File: src/rtl/crc_pkg.sv
// Shared CRC helpers: bit-serial step applied across a whole beat, bit reversal,
// and common polynomial presets. Everything works on 64-bit containers and takes
// the active widths as arguments, so one function serves every instance.
package crc_pkg;

   localparam logic [15:0] CRC16_CCITT_POLY = 16'h1021;
   localparam logic [31:0] CRC32_POLY       = 32'h04C11DB7;

   // All-ones mask covering the low w bits (w = 1..64).
   function automatic logic [63:0] width_mask(input int w);
      logic [63:0] m;
      if (w >= 64) m = '1;
      else         m = (64'd1 << w) - 64'd1;
      return m;
   endfunction

   // Reverse the low w bits of v; bits above w come back as zero.
   function automatic logic [63:0] bit_reverse(input logic [63:0] v, input int w);
      logic [63:0] r;
      r = '0;
      for (int k = 0; k < 64; k++) begin
         if (k < w) r[k] = v[w-1-k];
      end
      return r;
   endfunction

   // Feed data_w bits of d into register r, one LFSR step per bit.
   // reflect_in selects LSB-first consumption instead of MSB-first.
   function automatic logic [63:0] crc_step(input logic [63:0] r_in,
                                            input logic [63:0] d,
                                            input int          crc_w,
                                            input logic [63:0] poly,
                                            input int          data_w,
                                            input logic        reflect_in);
      logic [63:0] r;
      logic [63:0] mask;
      logic        b;
      logic        fb;
      mask = width_mask(crc_w);
      r    = r_in & mask;
      for (int k = 0; k < 64; k++) begin
         if (k < data_w) begin
            b  = reflect_in ? d[k] : d[data_w-1-k];
            fb = r[crc_w-1] ^ b;
            r  = (r << 1) & mask;
            if (fb) r = r ^ (poly & mask);
         end
      end
      return r;
   endfunction

endpackage

File: src/rtl/crc_engine.sv
// Framed CRC engine: consumes DATA_W bits per enabled beat, publishes the final
// CRC with a one-cycle valid strobe after the beat flagged `last`, checks the raw
// final register against RESIDUE, and counts accepted beats per frame.
module crc_engine
   import crc_pkg::*;
#(
   parameter int                 CRC_W       = 16,
   parameter logic [CRC_W-1:0]   POLY        = 16'h1021,
   parameter logic [CRC_W-1:0]   INIT        = 16'hFFFF,
   parameter logic [CRC_W-1:0]   XOR_OUT     = 16'h0000,
   parameter logic [CRC_W-1:0]   RESIDUE     = 16'h0000,
   parameter int                 DATA_W      = 8,
   parameter bit                 REFLECT_IN  = 1'b0,
   parameter bit                 REFLECT_OUT = 1'b0,
   parameter int                 CNT_W       = 16
) (
   input  logic              clk,
   input  logic              reset,
   input  logic              enable,
   input  logic              init,
   input  logic [DATA_W-1:0] data_in,
   input  logic              last,
   output logic [CRC_W-1:0]  crc_state,
   output logic [CRC_W-1:0]  crc_out,
   output logic              crc_valid,
   output logic              match,
   output logic [CNT_W-1:0]  beat_cnt
);

   localparam logic [63:0] POLY_EXT = 64'(POLY);

   logic [CRC_W-1:0] crc_reg;
   logic [CRC_W-1:0] crc_next;
   logic [CRC_W-1:0] crc_out_reg;
   logic [CRC_W-1:0] crc_out_next;
   logic             crc_valid_reg;
   logic             match_reg;
   logic [CNT_W-1:0] beat_cnt_reg;
   logic [CNT_W-1:0] beat_cnt_next;

   logic [63:0]      seed_ext;
   logic [63:0]      data_ext;
   logic [63:0]      step_ext;
   logic [63:0]      rev_ext;

   // Next raw register for this beat; an init in the same cycle restarts from INIT.
   always_comb begin
      seed_ext                 = '0;
      seed_ext[CRC_W-1:0]      = init ? INIT : crc_reg;
      data_ext                 = '0;
      data_ext[DATA_W-1:0]     = data_in;
      step_ext                 = crc_step(seed_ext, data_ext, CRC_W, POLY_EXT, DATA_W, REFLECT_IN);
      crc_next                 = step_ext[CRC_W-1:0];
      rev_ext                  = bit_reverse(step_ext, CRC_W);
      crc_out_next             = (REFLECT_OUT ? rev_ext[CRC_W-1:0] : crc_next) ^ XOR_OUT;
   end

   // Beat counter increment, restarting at 1 on init and holding at all-ones.
   always_comb begin
      if (init)                     beat_cnt_next = CNT_W'(1);
      else if (beat_cnt_reg == '1)  beat_cnt_next = beat_cnt_reg;
      else                          beat_cnt_next = beat_cnt_reg + CNT_W'(1);
   end

   // Frame control: reset > init > enable; a last beat publishes and rearms.
   always_ff @(posedge clk) begin
      if (reset) begin
         crc_reg       <= INIT;
         beat_cnt_reg  <= '0;
         crc_out_reg   <= '0;
         crc_valid_reg <= 1'b0;
         match_reg     <= 1'b0;
      end else begin
         crc_valid_reg <= 1'b0;
         if (enable) begin
            if (last) begin
               crc_out_reg   <= crc_out_next;
               match_reg     <= (crc_next == RESIDUE);
               crc_valid_reg <= 1'b1;
               crc_reg       <= INIT;
               beat_cnt_reg  <= '0;
            end else begin
               crc_reg       <= crc_next;
               beat_cnt_reg  <= beat_cnt_next;
            end
         end else if (init) begin
            crc_reg      <= INIT;
            beat_cnt_reg <= '0;
         end
      end
   end

   assign crc_state = crc_reg;
   assign crc_out   = crc_out_reg;
   assign crc_valid = crc_valid_reg;
   assign match     = match_reg;
   assign beat_cnt  = beat_cnt_reg;

endmodule
File: config.mk
export PLATFORM = sky130hd
export DESIGN_NAME = crc_engine
export DESIGN_NICKNAME = d
export VERILOG_FILES = /design/src/rtl/crc_pkg.sv /design/src/rtl/crc_engine.sv
export SDC_FILE = /design/constraint.sdc
export NUM_CORES = 1
export LEC_CHECK = 0
export ABC_CLOCK_PERIOD_IN_PS = 2000
export CAP_MARGIN = 20
export CORE_UTILIZATION = 49
export DETAILED_ROUTE_END_ITERATION = 8
export MAX_ROUTING_LAYER = met4
export PLACE_DENSITY = 0.79
export SLEW_MARGIN = 20
export SYNTH_ARGS = -nofsm -noshare
export SYNTH_HDL_FRONTEND = slang
export SYNTH_SLANG_ARGS = --single-unit
File: constraint.sdc
create_clock -name clk -period 2 [get_ports clk]
set_input_delay 0.4 -clock clk [delete_from_list [all_inputs] [get_ports clk]]
set_output_delay 0.4 -clock clk [all_outputs]
set_load 0.01 [all_outputs]
==> impl_metrics.tcl <==
set metrics [dict create \
    critPathRequiredTime_ns 2.24 \
    multi_input_area_um2 1508 \
    coreArea_um2 5107 \
    rsz0062_at_grt "false" \
    port_buffers 62 \
    routed_via_density 5.332 \
    cp-end-kind "flip-flop" \
    min_period_over_period_pct 91.63 \
    synthFlopType "dfxtp_1" \
    relSlewSlack_pct 57.83 \
    path_clk_slew_ns 0.09 \
    wl_per_cell_um 14.13 \
    grt_first_pass_wirelength_um 11270 \
    overflow 0 \
    clk_path_buf_depth 2 \
    finalHoldViolations 0 \
    worst_pin_slew_ns 0.6281 \
    remaining_drc_errors 0 \
    cpPeakStageDelay_ns 0.45 \
    clk-insertion-delay-late_ns 0.31 \
    wirelength_um 6809 \
    cp_cell_sequence "clkdlybuf4s50_1 > buf_4 > buf_4 > nor2_1 > xnor2_1 > buf_4 > xnor2_1 > nand2_1 > a21oi_1" \
    dieArea_um2 5580 \
    sw_frac_of_total_pct 29.35 \
    skew_ns 0.006916 \
    postCtsHoldBufs 0 \
    ys_top_cells_by_area "dfxtp_1, xnor2_1, nor2_1" \
    drive_gt1_share_pct 16.26 \
    numCtsBuffers 5 \
    timing.fmax_mhz 545.7 \
    first_pass_iters 4 \
    cts_tree "yes" \
    setup_viol 0 \
    hp-start "crc_out[9]" \
    hold_class "reg2reg" \
    syn_area_um2 2590 \
    cap_violations 0 \
    synth_edf_count 0 \
    cp_max_fo 12 \
    io_pins 63 \
    drtAntennaViolNets 0 \
    pwr-share-seq_pct 46.4 \
    grt_pass1_vias 2324 \
    vdd_drop_max_mv 0.3842 \
    cp_num_buf_inv 4 \
    cts_max_level 2 \
    postCtsSetupBuffers 0 \
    synth_top_area_share_pct 38.65 \
    place_hpwl_um 5029 \
    status "finished, final reports clean" \
    dp_cells 474 \
    rows 26 \
    die_w_um 74.70 \
    p_comb_share_pct 27.0 \
    ys_seq_area_share_pct 38.65 \
    async_flop_share_pct 0 \
    path_class "in2reg" \
    initial_utilization_pct 50.71 \
    netlist_instances 316 \
    ys_warn_count 0 \
    final-seq-area_um2 1001 \
    worst_path_most_repeated_cell "buf_4" \
    area_delta_synth_final_pct 41.11 \
    cp_data_arrival_time_ns 2.07 \
    start_kind "input pin" \
    avgSynthCellArea_um2 8.196 \
    layout_min_cycle_time_ns 1.833 \
    fin_tns_setup_ns 0 \
    num_antenna_cells 0 \
    startpoint "init" \
    synth_top_cell_by_area "dfxtp_1" \
    drtIter0Drc 154 \
    mostFrequentLayoutCells "clkdlybuf4s50_1, dfxtp_1, nor2_1" \
    antenna_found_initial 0 \
    slew_violations 0 \
    crit_family "buffers and inverters" \
    intPower_mw 1.665 \
    p_per_area_nw_per_um2 644.9 \
    num_vias 2570 \
    clockRootBuffer "clkbuf_8" \
    place_congestion 0.8580 \
    ys_ff_latch 50 \
    grt_start_max_net_pins 28 \
    clock-sinks 50 \
    cts_resized 0 \
    p_leak_nw 1.344 \
    die_h_um 74.70 \
    stdcell_count 482 \
    final_common_cell "clkdlybuf4s50_1" \
    track_usage_pct 27.32 \
    r2r-start "beat_cnt[5]" \
    crit_slowest_cell "clkdlybuf4s50_1" \
    power.switching_mw 0.6917 \
    nets 425 \
    syn_nets 330 \
    ys_types 50 \
    fillerInstances 418 \
    power_frac_clock_pct 26.6 \
]
per-stage QoR:
stage	utilization [%]	hold WS [ns]	worst slack (ns)	instance area, um2	total power, mW
2_1_floorplan	-	0.4697	0.3203	2590	1.431
3_3_place_gp	69.70	0.4413	-0.07678	3560	1.729
3_5_place_dp	69.70	0.4478	-0.1216	3560	1.742
4_1_cts	71.56	0.4615	0.1771	3655	2.367
5_1_grt	71.56	0.4844	0.02925	3655	2.454
6_report	71.56	0.4556	0.1675	3655	2.357
power groups by stage:
stage	clock network, mW	logic [mW]	registers [mW]
floorplan	0	0.303	1.13
global placement	0	0.616	1.11
detailed placement	0	0.628	1.11
CTS	0.641	0.635	1.09
global route	0.666	0.687	1.10
finish	0.627	0.637	1.09
cells in the mapped netlist, drive strengths merged, types with 8 or more instances:
cell type   n
dfxtp      50
buf        10
xnor2      32
a21oi      20
xor2        8
nand2      41
nor3       10
nor2       48
o21ai      12
nand3      11
layout make-up:
| cell class | count | share of cell area [%] |
|---|---|---|
| clock buffer | 6 | 2.259 |
| inverter | 2 | 0.2054 |
| tap | 70 | 2.396 |
| clock inverter | 2 | 0.3423 |
| sequential | 50 | 27.39 |
| timing repair buffer | 105 | 26.16 |
| multi-input combinational | 247 | 41.25 |
kinds of logic (layout without fill, tap and decap cells):
family                   count (synthesis)  after routing  synth area share (%)
multiplexers                             6              6                 2.560
AO/OA/AOI/OAI                           58             58                 14.06
AND/OR/NAND/NOR                        142            142                 27.01
flip-flops                              50             50                 38.65
XOR/XNOR                                40             40                 14.11
buffers and inverters                   19            115                 3.141
adder cells (fa/ha/maj)                  1              1                0.4830
final timing paths:
kind / endpoint / slack, ns / cells after the start
max: crc_out[11] / 0.17 / 9
min: crc_out[9] / 0.46 / 2
max reg2reg: beat_cnt[6] / 0.20 / 6
min reg2reg: crc_out[9] / 0.46 / 2
per-layer routing:
| metal | global-route usage (%) | up-vias | share of wire, % |
|---|---|---|---|
| li1 | - | 1276 | - |
| met1 | 37.67 | 1197 | 48 |
| met2 | 40.64 | 86 | 45 |
| met3 | 4.552 | 11 | 5.5 |
| met4 | 9.015 | 0 | 1.9 |
| met5 | - | - | 0 |
tightest hold or removal path, cell delays in order (launching register included):
cell and delay, ns:
dfxtp_1 0.32, nand2_1 0.05, a21oi_1 0.05
No activity file was read; power rests on OpenSTA's default activity.
